===== config.mk =====
export PLATFORM = sky130hd
export DESIGN_NAME = data_mem_port
export DESIGN_NICKNAME = d
export VERILOG_FILES = /design/src/rtl/data_mem_port.sv
export SDC_FILE = /design/constraint.sdc
export NUM_CORES = 1
export LEC_CHECK = 0
export BUFFER_PORTS_ARGS = -buffer_cell sky130_fd_sc_hd__buf_2
export CORE_MARGIN = 4
export CORE_UTILIZATION = 30
export CTS_CLUSTER_SIZE = 10
export DETAILED_ROUTE_END_ITERATION = 8
export GPL_ROUTABILITY_DRIVEN = 0
export GPL_TIMING_DRIVEN = 1
export PLACE_DENSITY_LB_ADDON = 0.3
export REMOVE_ABC_BUFFERS = 1
export SLEW_MARGIN = 0
export SYNTH_ARGS = -nofsm -noshare
export SYNTH_HDL_FRONTEND = slang
export SYNTH_SLANG_ARGS = --single-unit

===== constraint.sdc =====
create_clock -name Clk -period 2.1 [get_ports Clk]
set_input_delay 0.42 -clock Clk [delete_from_list [all_inputs] [get_ports Clk]]
set_output_delay 0.42 -clock Clk [all_outputs]
set_load 0.01 [all_outputs]

===== src/rtl/data_mem_port.sv =====
// data_mem_port: load/store responder between the MEM pipeline stage and a
// word-organized synchronous data SRAM with one cycle of read latency.
// Performs lw/lh/lb/sw/sh/sb with little-endian lane selection, sign-extended
// loads and read-modify-write for sub-word stores. Stall holds the pipeline
// until the access completes.
//
// Optional feature: define MISALIGN_TRAP_EN to trap misaligned word/half
// accesses (Misaligned pulse, no SRAM access). Without it, misaligned
// addresses are truncated and Misaligned is tied 0.
//
// Ports:
//   Clk, Reset            clock, synchronous active-high reset
//   R_Enable, W_Enable    load / store request (store wins if both)
//   R_Width, W_Width      0=word 1=half 2=byte 3=reserved
//   Address, WriteData    byte address, store data (sub-word in low bits)
//   ReadData              registered sign-extended load result
//   Stall                 combinational pipeline hold
//   Done, Misaligned      one-cycle completion / alignment-fault pulses
//   Mem_Addr/RE/WE/WData  SRAM request (registered)
//   Mem_RData             SRAM read word, valid the cycle after Mem_RE
module data_mem_port #(
    parameter int unsigned ADDR_WIDTH = 10
) (
    input  logic                  Clk,
    input  logic                  Reset,
    input  logic                  R_Enable,
    input  logic                  W_Enable,
    input  logic [1:0]            R_Width,
    input  logic [1:0]            W_Width,
    input  logic [31:0]           Address,
    input  logic [31:0]           WriteData,
    output logic [31:0]           ReadData,
    output logic                  Stall,
    output logic                  Done,
    output logic                  Misaligned,
    output logic [ADDR_WIDTH-1:0] Mem_Addr,
    output logic                  Mem_RE,
    output logic                  Mem_WE,
    output logic [31:0]           Mem_WData,
    input  logic [31:0]           Mem_RData
);

    localparam logic [1:0] WIDTH_WORD = 2'd0;
    localparam logic [1:0] WIDTH_HALF = 2'd1;
    localparam logic [1:0] WIDTH_BYTE = 2'd2;
    localparam logic [1:0] WIDTH_RSVD = 2'd3;

    typedef enum logic [2:0] {
        S_IDLE  = 3'd0,
        S_READ  = 3'd1,
        S_WAIT  = 3'd2,
        S_WRITE = 3'd3,
        S_DONE  = 3'd4
    } state_e;

    state_e                state_q, state_d;
    logic                  is_store_q, is_store_d;
    logic [1:0]            width_q, width_d;
    logic [1:0]            offset_q, offset_d;
    logic [31:0]           wdata_q, wdata_d;
    logic [31:0]           read_data_q, read_data_d;
    logic                  done_q, done_d;
    logic [ADDR_WIDTH-1:0] mem_addr_q, mem_addr_d;
    logic                  mem_re_q, mem_re_d;
    logic                  mem_we_q, mem_we_d;
    logic [31:0]           mem_wdata_q, mem_wdata_d;

    logic                  req;
    logic [1:0]            req_width;
    logic                  misalign;

    // Address bits above the SRAM word address are intentionally ignored.
    logic                  unused_addr;
    assign unused_addr = ^Address[31:ADDR_WIDTH+2];

    // Extract the addressed lane from a read word and sign-extend it.
    function automatic logic [31:0] load_extract(input logic [31:0] word,
                                                 input logic [1:0]  width,
                                                 input logic [1:0]  offset);
        logic [7:0]  b;
        logic [15:0] h;
        logic [31:0] res;
        case (offset)
            2'd0:    b = word[7:0];
            2'd1:    b = word[15:8];
            2'd2:    b = word[23:16];
            default: b = word[31:24];
        endcase
        h = offset[1] ? word[31:16] : word[15:0];
        case (width)
            WIDTH_WORD: res = word;
            WIDTH_HALF: res = {{16{h[15]}}, h};
            WIDTH_BYTE: res = {{24{b[7]}}, b};
            default:    res = 32'd0;
        endcase
        return res;
    endfunction

    // Merge sub-word store data into the word read back from the SRAM.
    function automatic logic [31:0] store_merge(input logic [31:0] word,
                                                input logic [31:0] data,
                                                input logic [1:0]  width,
                                                input logic [1:0]  offset);
        logic [31:0] res;
        res = word;
        case (width)
            WIDTH_WORD: res = data;
            WIDTH_HALF: begin
                if (offset[1]) res[31:16] = data[15:0];
                else           res[15:0]  = data[15:0];
            end
            WIDTH_BYTE: begin
                case (offset)
                    2'd0:    res[7:0]   = data[7:0];
                    2'd1:    res[15:8]  = data[7:0];
                    2'd2:    res[23:16] = data[7:0];
                    default: res[31:24] = data[7:0];
                endcase
            end
            default: res = word;
        endcase
        return res;
    endfunction

    // Request decode: a store takes priority over a simultaneous load.
    assign req       = R_Enable | W_Enable;
    assign req_width = W_Enable ? W_Width : R_Width;

`ifdef MISALIGN_TRAP_EN
    assign misalign = ((req_width == WIDTH_WORD) && (Address[1:0] != 2'd0)) ||
                      ((req_width == WIDTH_HALF) && Address[0]);
`else
    assign misalign = 1'b0;
`endif

    // Next-state and registered-output logic.
    always_comb begin
        state_d     = state_q;
        is_store_d  = is_store_q;
        width_d     = width_q;
        offset_d    = offset_q;
        wdata_d     = wdata_q;
        read_data_d = read_data_q;
        mem_addr_d  = mem_addr_q;
        mem_wdata_d = mem_wdata_q;

        case (state_q)
            S_IDLE: begin
                if (req) begin
                    is_store_d = W_Enable;
                    width_d    = req_width;
                    offset_d   = Address[1:0];
                    wdata_d    = WriteData;
                    mem_addr_d = Address[ADDR_WIDTH+1:2];
                    if (misalign) begin
                        state_d = S_DONE;
                    end else if (req_width == WIDTH_RSVD) begin
                        state_d = S_DONE;
                        if (!W_Enable) read_data_d = 32'd0;
                    end else if (W_Enable && (req_width == WIDTH_WORD)) begin
                        state_d     = S_WRITE;
                        mem_wdata_d = WriteData;
                    end else begin
                        state_d = S_READ;
                    end
                end
            end
            S_READ:  state_d = S_WAIT;
            S_WAIT: begin
                if (is_store_q) begin
                    mem_wdata_d = store_merge(Mem_RData, wdata_q, width_q, offset_q);
                    state_d     = S_WRITE;
                end else begin
                    read_data_d = load_extract(Mem_RData, width_q, offset_q);
                    state_d     = S_DONE;
                end
            end
            S_WRITE: state_d = S_DONE;
            S_DONE:  state_d = S_IDLE;
            default: state_d = S_IDLE;
        endcase

        // Strobes are registered from the state being entered.
        mem_re_d = (state_d == S_READ);
        mem_we_d = (state_d == S_WRITE);
        done_d   = (state_d == S_DONE);
    end

    always_ff @(posedge Clk) begin
        if (Reset) begin
            state_q     <= S_IDLE;
            is_store_q  <= 1'b0;
            width_q     <= WIDTH_WORD;
            offset_q    <= 2'd0;
            wdata_q     <= 32'd0;
            read_data_q <= 32'd0;
            done_q      <= 1'b0;
            mem_addr_q  <= '0;
            mem_re_q    <= 1'b0;
            mem_we_q    <= 1'b0;
            mem_wdata_q <= 32'd0;
        end else begin
            state_q     <= state_d;
            is_store_q  <= is_store_d;
            width_q     <= width_d;
            offset_q    <= offset_d;
            wdata_q     <= wdata_d;
            read_data_q <= read_data_d;
            done_q      <= done_d;
            mem_addr_q  <= mem_addr_d;
            mem_re_q    <= mem_re_d;
            mem_we_q    <= mem_we_d;
            mem_wdata_q <= mem_wdata_d;
        end
    end

`ifdef MISALIGN_TRAP_EN
    // Fault pulse coincides with the DONE cycle of a trapped request.
    logic misaligned_q;
    always_ff @(posedge Clk) begin
        if (Reset) misaligned_q <= 1'b0;
        else       misaligned_q <= (state_q == S_IDLE) && req && misalign;
    end
    assign Misaligned = misaligned_q;
`else
    assign Misaligned = 1'b0;
`endif

    // Stall is combinational so the request cycle itself is held.
    assign Stall = (state_q == S_READ) || (state_q == S_WAIT) || (state_q == S_WRITE) ||
                   ((state_q == S_IDLE) && req);

    assign ReadData  = read_data_q;
    assign Done      = done_q;
    assign Mem_Addr  = mem_addr_q;
    assign Mem_RE    = mem_re_q;
    assign Mem_WE    = mem_we_q;
    assign Mem_WData = mem_wdata_q;

endmodule


==> results of run 1 <==
## area by class of cell
cell class | instances | area, µm²
fill | 1987 | 11220
clock buffer | 23 | 498.0
timing repair buffer | 205 | 1236
inverter | 12 | 45.04
tap | 260 | 325.3
antenna | 1 | 2.502
sequential | 117 | 2342
clock inverter | 8 | 121.4
multi-input combinational | 500 | 3107
## cell usage after synthesis, drive strengths merged (2+ instances only)
cell type	number
mux2i	12
nor2b	2
nor3b	18
dfxtp	117
a21oi	68
nand3	19
clkbuf	27
inv	11
or3	2
a221oi	22
and2	2
buf	41
o31a	7
a311oi	9
a21o	8
or3b	2
o41ai	7
o21a	6
nor4	3
o21ai	42
mux2	7
nor3	7
or2	2
o211ai	9
nand2	123
a211oi	14
a2111oi	2
nand2b	13
nand3b	8
and3b	2
a221o	24
o221ai	7
a41oi	7
nor2	32
## metrics by stage
step / setup TNS, ns / worst slack [ns] / cells / util
6_report: 0 / 0.1735 / 1126 / 0.4064
4_1_cts: 0 / 0.2243 / 1125 / 0.4062
5_1_grt: 0 / 0.04851 / 1126 / 0.4064
2_1_floorplan: -17.15 / -0.4025 / 629 / -
3_5_place_dp: 0 / 0.1725 / 1094 / 0.3734
3_3_place_gp: 0 / 0.1897 / 1094 / 0.3734
## layer usage
metal	global-route usage	routed length, µm	vias to the layer above
li1	-	-	2889
met1	0.2557	9546	2729
met2	0.2968	9655	205
met3	0.05120	1385	31
met4	0.07409	536	4
met5	0	13	-
## power by group through the flow
stage          Combinational (µW)  Sequential (µW)  Clock [µW]
6_report                     2190             2740        3050
5_1_grt                      2400             2780        3210
4_1_cts                      2190             2740        3110
3_5_place_dp                 2190             2790           0
3_3_place_gp                 2170             2780           0
2_1_floorplan                1020             2860           0
## worst max-delay path: stages (launching register included)
cell and delay, ns:
dfxtp_1 0.66, a21oi_1 0.17, or2_1 0.37, a311oi_1 0.46, o41ai_1 0.12
## cells in the final DEF (no fill, tap or decap), types with 3 or more instances in the layout
master,instances
buf_2,161
nand2_1,123
dfxtp_1,117
a21oi_1,67
o21ai_0,40
buf_4,36
nor2_1,31
a221o_1,24
a221oi_1,21
nand3_1,18
clkbuf_16,17
nor3b_1,16
a211oi_1,14
nand2b_1,13
mux2i_1,12
inv_1,11
o211ai_1,9
a311oi_1,9
a21o_1,8
nand3b_1,8
buf_12,8
o221ai_1,7
o31a_1,7
a41oi_1,7
o41ai_1,7
mux2_2,7
nor3_1,6
o21a_1,6
clkbuf_8,5
bufinv_16,3
clkinv_2,3
## registers in the layout, indices dropped and copies added (netlist names)
signal,flops
offset_q,2
state_q,3
Mem_WE,1
ReadData,32
Mem_RE,1
Mem_WData,32
wdata_q,32
Mem_Addr,10
is_store_q,1
width_q,2
Done,1
## cells by family after synthesis
family	share of synthesized area
other	0.0006445
and+or+nand+nor	0.2054
AOI/OAI and AO/OA	0.2897
DFF	0.4026
muxes	0.03420
buffers and inverters	0.06753
## final timing paths
| path | slack (ns) | cells after the start | end | start |
|---|---|---|---|---|
| hold reg to reg | 0.45 | 2 | Mem_Addr[8]$_SDFFE_PP0P_ | Mem_Addr[8]$_SDFFE_PP0P_ |
| hold / removal | 0.23 | 3 | Mem_Addr[1]$_SDFFE_PP0P_ | Address[3] |
| setup reg to reg | 0.17 | 4 | Mem_WData[3]$_SDFFE_PP0P_ | offset_q[1]$_SDFFE_PP0P_ |
| setup / recovery | 0.17 | 4 | Mem_WData[3]$_SDFFE_PP0P_ | offset_q[1]$_SDFFE_PP0P_ |
==> summary.txt, run 1 <==
Status
  – Outcome: completed

Finish
  – Layout cells sized above 1: 0.2936
  – Area Growth Syn to Fin: 31.96%
  – Final #Nets: 957
  – Finished Cell Area: 7677 µm²

Logic synthesis
  – Number of synthesized register bits: 117
  – Avg Cell Area, Syn: between 8 and 9 µm²
  – Area of the mapped netlist: 5818 µm²
  – Synth top area share: 0.4026
  – Top cells by area, synth: dfxtp_1 40%, nand2_1 7.9%, a21oi_1 5.8%
  – EDFF count, synth: 0
  – Seq/Total Area, Yosys: 0.4026
  – Main synth FF type: dfxtp_1
  – Yosys top cell by area: dfxtp_1
  – Gate Count Post-Synth: 697
  – Ys Warns: 0
  – Netlist cell types: 65
  – Ys async rst share: 0

STA
  – Hold Fails Final Rpt: 0
  – Final min period: 1.927 ns
  – RSZ-0062 raised after global routing: false
  – Worst Max-Slew Pin Slew: 0.7528 ns
  – Final Hold Slack: around 0.23 ns
  – Slew margin rel.: 0.4981
  – Fin crit share: 0.9174
  – Final setup viols: 0
  – Slew Limit Fails: 0
  – Clk_skew: 0.01167 ns
  – Fmax: just over 0.5 GHz

Route
  – DR vias: 5858
  – Vias per cell: 5.202
  – DR pass1 iterations: 5
  – Routed wire length: between 20000 and 25000 µm
  – WL/cell: around 19 µm
  – Final ANT Viol Nets: 0
  – Initial DRC Count: 412
  – DRC viols: 0

Clock network
  – Clock buffer count from CTS: 17
  – Hold Buf Count CTS: 0
  – CTS clk-pin slew, worst paths: 0.06 ns
  – PostCTS Resize Cnt: 0
  – Root Driver: clkbuf_16
  – Clk sinks: 117
  – Clock Latency Late Sink: 0.42 ns
  – H-tree levels: 4
  – Postcts setup bufs: 0
  – Clk buf depth: 2
  – CTS tree: built

Floorplan
  – Initial Util: 0.3079
  – Die H: about 150 µm
  – Ports: 183
  – Die Area: 21690 µm²
  – Die Span X: 147.3 µm
  – CORE AREA: 18890 µm²
  – Row cnt: 50

Run
  – Number of max-cap violations: 0

Power
  – Int Pwr: 5383 µW
  – Sw frac: 0.3256
  – Gate power share: 0.275
  – Net Switching: 2599 µW
  – Clock power share: 0.382
  – Reg power frac: 0.344
  – Power Density: 1040 nW/µm²
  – Total Power: 7982 µW
  – Leak pwr: 0.003244 µW
  – Peak VDD IR: 0.5745 mV

Setup path
  – Crit-path max FO: 12
  – Nature of the critical path endpoint: flop
  – Setup CP Type: reg -> reg
  – Critical path required time: 2.37 ns
  – Crit start category: flop
  – Critical Path AT: 2.20 ns

Global route
  – Global route overflow: 0
  – Wire length of the first global-routing pass: 32230 µm
  – Gr usage total: 0.1917
  – Largest net degree at the start of global routing: 71
  – Number of global-route vias before repair: 5574
  – Initial antenna violation count: 3

Place
  – Total placed instance area: 7056 µm²
  – Post-DP HPWL: 15610 µm
  – # port buffers: 161

Hold path
  – HP Class: in -> reg
No activity file was read; power rests on OpenSTA's default activity.
==> run 2, diff against run 1 <==
--- a/config.mk
+++ b/config.mk
@@ -7,7 +7,7 @@
 export LEC_CHECK = 0
 export BUFFER_PORTS_ARGS = -buffer_cell sky130_fd_sc_hd__buf_2
 export CORE_MARGIN = 4
-export CORE_UTILIZATION = 30
+export CORE_UTILIZATION = 45
 export CTS_CLUSTER_SIZE = 10
 export DETAILED_ROUTE_END_ITERATION = 8
 export GPL_ROUTABILITY_DRIVEN = 0
==> run 2 against run 1 <==
Compared with the run above:
- clock skew decreased by 0.0051 ns
- largest power group unchanged
- critical endpoint is now Mem_WData[8]$_SDFFE_PP0P_
- first-iteration DRC count increased by 50%
- critical path depth stayed put
- critical path type unchanged
- combinational power down 3%
- flip-flop and latch count is the same
- maximum frequency shrank 1.6%
- total power up 1.2%
- non-clock buffer count shrank 4
- setup slack got worse by 0.032 ns
==> summary.txt, run 2 (synthesis gave the netlist of run 1 again) <==
Status
  – Outcome: completed

Setup path
  – CP max stage cell: or3b_1
  – Nature of the critical path endpoint: flop
  – Crit-path max FO: 9 (-3)
  – Critical path's largest stage delay: 0.62 ns (-0.04 ns)
  – R2R setup slack: 0.14 ns (-0.03 ns)
  – Crit start category: flop
  – Setup CP Type: reg -> reg
  – Critical Path AT: 2.28 ns (+0.08 ns)
  – R2R cell count: 4 (unchanged)
  – Reg2reg start: state_q[0]$_SDFF_PP0_
  – Reg2reg end: Mem_WData[8]$_SDFFE_PP0P_
  – Crit path cell chain: or3b_1 > a21oi_2 > o21ai_0 > a211oi_1
  – CP Buf/Inv Count: 0 (unchanged)
  – Delay-heaviest family, CP: compound AO/OA/AOI/OAI gates
  – Critical path required time: 2.42 ns (+0.05 ns)

Route
  – DRC viols: 0 (unchanged)
  – Initial DRC Count: 620 (+50%)
  – Final ANT Viol Nets: 0 (unchanged)
  – Vias per cell: 5.872 (+13%)
  – Routed wire length: 19380 µm (-8.3%)
  – WL/cell: 18.74 µm (-0.15%)
  – DR pass1 iterations: 5 (unchanged)
  – DR vias: 6072 (+3.7%)

Power
  – Power Density: 1074 nW/µm² (+3.3%)
  – Leak pwr: 0.003212 µW (-0.99%)
  – Peak VDD IR: 0.5172 mV (-10%)

Floorplan
  – CORE AREA: 12620 µm² (-33%)
  – Die H: 121.7 µm (-17%)
  – Die Area: 14810 µm² (-32%)
  – Ports: 183 (unchanged)
  – Row cnt: 41 (-18%)
  – Initial Util: 0.4610 (+0.1531)
  – Die Span X: 121.7 µm (-17%)

Run
  – Number of max-cap violations: 0 (unchanged)

Global route
  – Number of global-route vias before repair: 5628 (+0.97%)
  – Largest net degree at the start of global routing: 66 (-7.0%)
  – Wire length of the first global-routing pass: 29780 µm (-7.6%)
  – Initial antenna violation count: 0 (-3)
  – Global route overflow: 0 (unchanged)
  – Gr usage total: 0.2578 (+0.06610)

STA
  – RSZ-0062 raised after global routing: false
  – Worst Max-Slew Pin Slew: 0.5364 ns (-0.2164 ns)
  – Fin crit share: 0.9327 (+0.01530)
  – Final Hold Slack: 0.2351 ns (+0.002641 ns)
  – Final min period: 1.959 ns (+0.03213 ns)
  – Slew Limit Fails: 0 (unchanged)
  – Hold Fails Final Rpt: 0 (unchanged)
  – Clk_skew: 0.006527 ns (-0.005146 ns)
  – Post-Route Setup TNS: 0 ns (unchanged)
  – Slew margin rel.: 0.6419 (+0.1438)
  – Final setup viols: 0 (unchanged)
  – Final setup margin: 0.1413 ns (-0.03213 ns)
  – Fmax: 0.5105 GHz (-1.6%)

Place
  – Placed Cells: 1002 (-8.4%)
  – Dpl ws: 0.09398 ns (-0.07857 ns)
  – Post-DP HPWL: 14190 µm (-9.1%)
  – # port buffers: 161 (unchanged)

Finish
  – Final #Nets: 953 (-0.42%)
  – Number of diodes: 0 (-1)
  – Area Growth Syn to Fin: 29.31%
  – Finished Layout Cells: 1034 (-8.2%)
  – Most frequent cells in the layout: 161 x buf_2, 123 x nand2_1, 117 x dfxtp_1, 67 x a21oi_1, 40 x o21ai_0
  – Layout cells sized above 1: 0.2912 (-0.002458)
  – Post-layout util: 0.5962 (+0.1898)
  – Most common cell after layout, fill and taps aside: buf_2

Clock network
  – H-tree levels: 4 (unchanged)
  – Clk sinks: 117 (unchanged)
  – CTS clk-pin slew, worst paths: 0.06 ns (about the same)
  – Root Driver: clkbuf_16
  – CTS tree: built
  – Clk buf depth: 2 (unchanged)
  – Clock Latency Late Sink: 0.42 ns (about the same)
  – Clock buffer count from CTS: 17 (unchanged)

Hold path
  – Hold Path End: Mem_Addr[6]$_SDFFE_PP0P_
  – HP Class: in -> reg
  – Hold Crit Start: Address[8]
  – Hold path depth: 3 (unchanged)
## run 2: per-stage QoR
step | total power (µW) | cell area, µm²
6_report | 8081 | 7523
5_1_grt | 8436 | 7523
4_1_cts | 8080 | 7518
3_5_place_dp | 4867 | 6859
3_3_place_gp | 4800 | 6859
2_1_floorplan | 3882 | 5470
## run 2: tightest hold or removal path, cell delays in order
cell and delay [ns]:
buf_2 0.09, nand2_1 0.04, a21oi_1 0.05
## run 2: final cells by class
class                      instances  area (µm²)
clock buffer                      21       460.4
clock inverter                    11       198.9
fill                            1156        5096
inverter                          12       45.04
multi-input combinational        500        3093
sequential                       117        2342
tap                              172       215.2
timing repair buffer             201        1169
## run 2: power by group
group	internal [µW]	switching (µW)
clock	2170	1050
combinational	830	1290
sequential	2500	243
## run 2: routing by layer
metal  track usage  up-vias  wire length [µm]
li1              -     2867                 -
met1        0.3399     2839              8098
met2        0.3879      309              8734
met3       0.06778       57              1769
met4        0.1345        0               778
met5             0        -                 0
## run 2: how the worst max path moves through the flow
stage | from | to | slack, ns | cells past startpoint
detailed placement | state_q[0]$_SDFF_PP0_ | Mem_WData[17]$_SDFFE_PP0P_ | 0.09 | 4
floorplan | width_q[0]$_SDFFE_PP0P_ | Mem_WData[0]$_SDFFE_PP0P_ | -0.40 | 4
global route | state_q[0]$_SDFF_PP0_ | Mem_WData[8]$_SDFFE_PP0P_ | 0.007 | 4
CTS | state_q[0]$_SDFF_PP0_ | Mem_WData[18]$_SDFFE_PP0P_ | 0.09 | 4
global placement | state_q[0]$_SDFF_PP0_ | Mem_WData[15]$_SDFFE_PP0P_ | 0.16 | 5
finish | state_q[0]$_SDFF_PP0_ | Mem_WData[8]$_SDFFE_PP0P_ | 0.14 | 4
## run 2: repair_timing
| item | in CTS | in global routing |
|---|---|---|
| setup endpoints to repair | 0 | 7 |
| resized for setup | 0 | 1 |
| setup buffers | 0 | 0 |
| hold buffers | 0 | 0 |
==> run 3, diff against run 2 <==
--- a/config.mk
+++ b/config.mk
@@ -6,8 +6,10 @@
 export NUM_CORES = 1
 export LEC_CHECK = 0
 export BUFFER_PORTS_ARGS = -buffer_cell sky130_fd_sc_hd__buf_2
+export CELL_PAD_IN_SITES_DETAIL_PLACEMENT = 0
+export CELL_PAD_IN_SITES_GLOBAL_PLACEMENT = 1
 export CORE_MARGIN = 4
-export CORE_UTILIZATION = 45
+export CORE_UTILIZATION = 37
 export CTS_CLUSTER_SIZE = 10
 export DETAILED_ROUTE_END_ITERATION = 8
 export GPL_ROUTABILITY_DRIVEN = 0
==> run 3 against run 2 <==
Compared with the run above:
- global-route usage down 2.1 points
- setup slack lost 0.033 ns
- non-clock buffer count rose by 12
- critical path depth grew 1
- total power increased by 0.70%
- flip-flop and latch count unchanged
==> summary.txt, run 3 (synthesis gave the netlist of run 1 again) <==
Status
  – Outcome: completed

Power
  – Gate power share: 0.279 (+0.017)
  – Sw frac: 0.3332 (+0.01426)
  – Clock power share: 0.384 (-0.014)
  – Net Switching: 2711 µW (+5.2%)
  – Power Density: 1055 nW/µm² (-1.8%)
  – Peak VDD IR: 0.6334 mV (+22%)
  – Leak pwr: 0.003270 µW (+1.8%)
  – Total Power: 8138 µW (+0.70%)
  – Int Pwr: 5427 µW (-1.4%)
  – Reg power frac: 0.338 (-0.002)

Global route
  – Gr usage total: 0.2373 (-0.02053)
  – Number of global-route vias before repair: 6011 (+6.8%)
  – Initial antenna violation count: 0 (unchanged)
  – Largest net degree at the start of global routing: 85 (+29%)
  – Wire length of the first global-routing pass: 33200 µm (+11%)
  – Global route overflow: 0 (unchanged)

Floorplan
  – Die H: 133.4 µm (+9.6%)
  – Die Area: 17790 µm² (+20%)
  – Die Span X: 133.4 µm (+9.6%)
  – Row cnt: 45 (+9.8%)
  – Ports: 183 (unchanged)
  – CORE AREA: 15310 µm² (+21%)
  – Initial Util: 0.3799 (-0.08113)

Clock network
  – Clock buffer count from CTS: 17 (unchanged)
  – Root Driver: clkbuf_16
  – Clk buf depth: 2 (unchanged)
  – H-tree levels: 4 (unchanged)
  – Clock Latency Late Sink: 0.42 ns (about the same)
  – CTS clk-pin slew, worst paths: 0.06 ns (about the same)
  – Clk sinks: 117 (unchanged)
  – CTS tree: built

Setup path
  – Worst setup startpoint: width_q[1]$_SDFFE_PP0P_
  – Nature of the critical path endpoint: flop
  – Setup CP Type: reg -> reg
  – Critical Path AT: 2.35 ns (+0.07 ns)
  – Critical path required time: 2.45 ns (+0.03 ns)
  – Reg2reg start: width_q[1]$_SDFFE_PP0P_
  – Crit-path max FO: 10 (+1)
  – Crit start category: flop

STA
  – Final Hold Slack: 0.2300 ns (-0.005148 ns)
  – Final setup viols: 0 (unchanged)
  – Slew margin rel.: 0.5048 (-0.1371)
  – Worst Max-Slew Pin Slew: 0.7427 ns (+0.2063 ns)
  – Post-Route Setup TNS: 0 ns (unchanged)
  – Hold Fails Final Rpt: 0 (unchanged)
  – Fin crit share: 0.9484 (+0.01571)
  – Slew Limit Fails: 0 (unchanged)
  – RSZ-0062 raised after global routing: false
  – Final setup margin: 0.1083 ns (-0.03300 ns)
  – Clk_skew: 0.009054 ns (+0.002528 ns)
  – Final min period: 1.992 ns (+0.03300 ns)
  – Fmax: 0.5021 GHz (-1.7%)

Route
  – Initial DRC Count: 524 (-15%)
  – DRC viols: 0 (unchanged)
  – Vias per cell: 5.621 (-4.3%)
  – Routed wire length: 21390 µm (+10%)
  – WL/cell: 19.70 µm (+5.1%)
  – DR vias: 6104 (+0.53%)
  – Final ANT Viol Nets: 0 (unchanged)
  – DR pass1 iterations: 5 (unchanged)

Finish
  – Number of diodes: 0 (unchanged)
  – Area Growth Syn to Fin: 32.56%
  – Most common cell after layout, fill and taps aside: buf_2
  – Final #Nets: 966 (+1.4%)
  – Layout cells sized above 1: 0.3063 (+0.01510)
  – Most frequent cells in the layout: 161 x buf_2, 123 x nand2_1, 116 x dfxtp_1, 67 x a21oi_1, 47 x buf_4
  – Finished Cell Area: 7712 µm² (+2.5%)

Place
  – # port buffers: 161 (unchanged)
  – Total placed instance area: 6987 µm² (+1.9%)
  – Dpl ws: -0.1727 ns (-0.2667 ns)
  – Post-DP HPWL: 15210 µm (+7.2%)

Hold path
  – HP Class: in -> reg
  – Hold Crit Start: Address[6]

Run
  – Number of max-cap violations: 0 (unchanged)
## run 3: worst max-delay path, stage by stage, from the launching register on
cell and delay [ns]:
dfxtp_1 0.59, buf_4 0.23, nor3b_1 0.26, a21oi_1 0.11, nor4_4 0.48, a221o_1 0.24
## run 3: area by class of cell
| type | count | area [µm²] |
|---|---|---|
| clock buffers | 18 | 439.2 |
| clock inverters | 14 | 201.4 |
| fillers | 1520 | 7602 |
| inverters | 12 | 45.04 |
| multi-input cells | 501 | 3161 |
| flip-flops and latches | 117 | 2344 |
| well taps | 211 | 264.0 |
| repair buffers | 213 | 1259 |
## run 3: worst paths after layout
path	cells after the start	slack, ns	endpoint
setup / recovery	5	0.11	ReadData[3]$_SDFFE_PP0P_
hold / removal	3	0.23	Mem_Addr[4]$_SDFFE_PP0P_
setup reg to reg	5	0.11	ReadData[3]$_SDFFE_PP0P_
hold reg to reg	2	0.45	wdata_q[31]$_SDFFE_PP0P_
## run 3: power by group through the flow
stage                     Clock (µW)  Combinational (µW)  Sequential [µW]
after floorplan                    0                1020             2860
after global placement             0                2150             2770
after detailed placement           0                2180             2790
after CTS                       3160                2220             2740
after global routing            3260                2480             2780
final                           3120                2270             2750
## run 3: metal layers
layer,GRT usage,up-vias,share of wire
li1,-,2913,-
met1,0.3186,2892,0.45
met2,0.3679,263,0.45
met3,0.06193,36,0.085
met4,0.08800,0,0.023
met5,0,-,0
## run 3: repair_timing
action / CTS / global route
setup endpoints to repair: 5 / 25
hold buffers: 0 / 0
gates resized for setup: 1 / 5
gates cloned: 1 / 0
setup buffers: 0 / 4
pin swaps: 1 / 1
## run 3: through the flow
stage	utilization	std cells
final	0.5036	1086
after global routing	0.5036	1086
after CTS	0.4996	1082
after detailed placement	0.4562	1049
after global placement	0.4562	1049
after floorplan	-	629
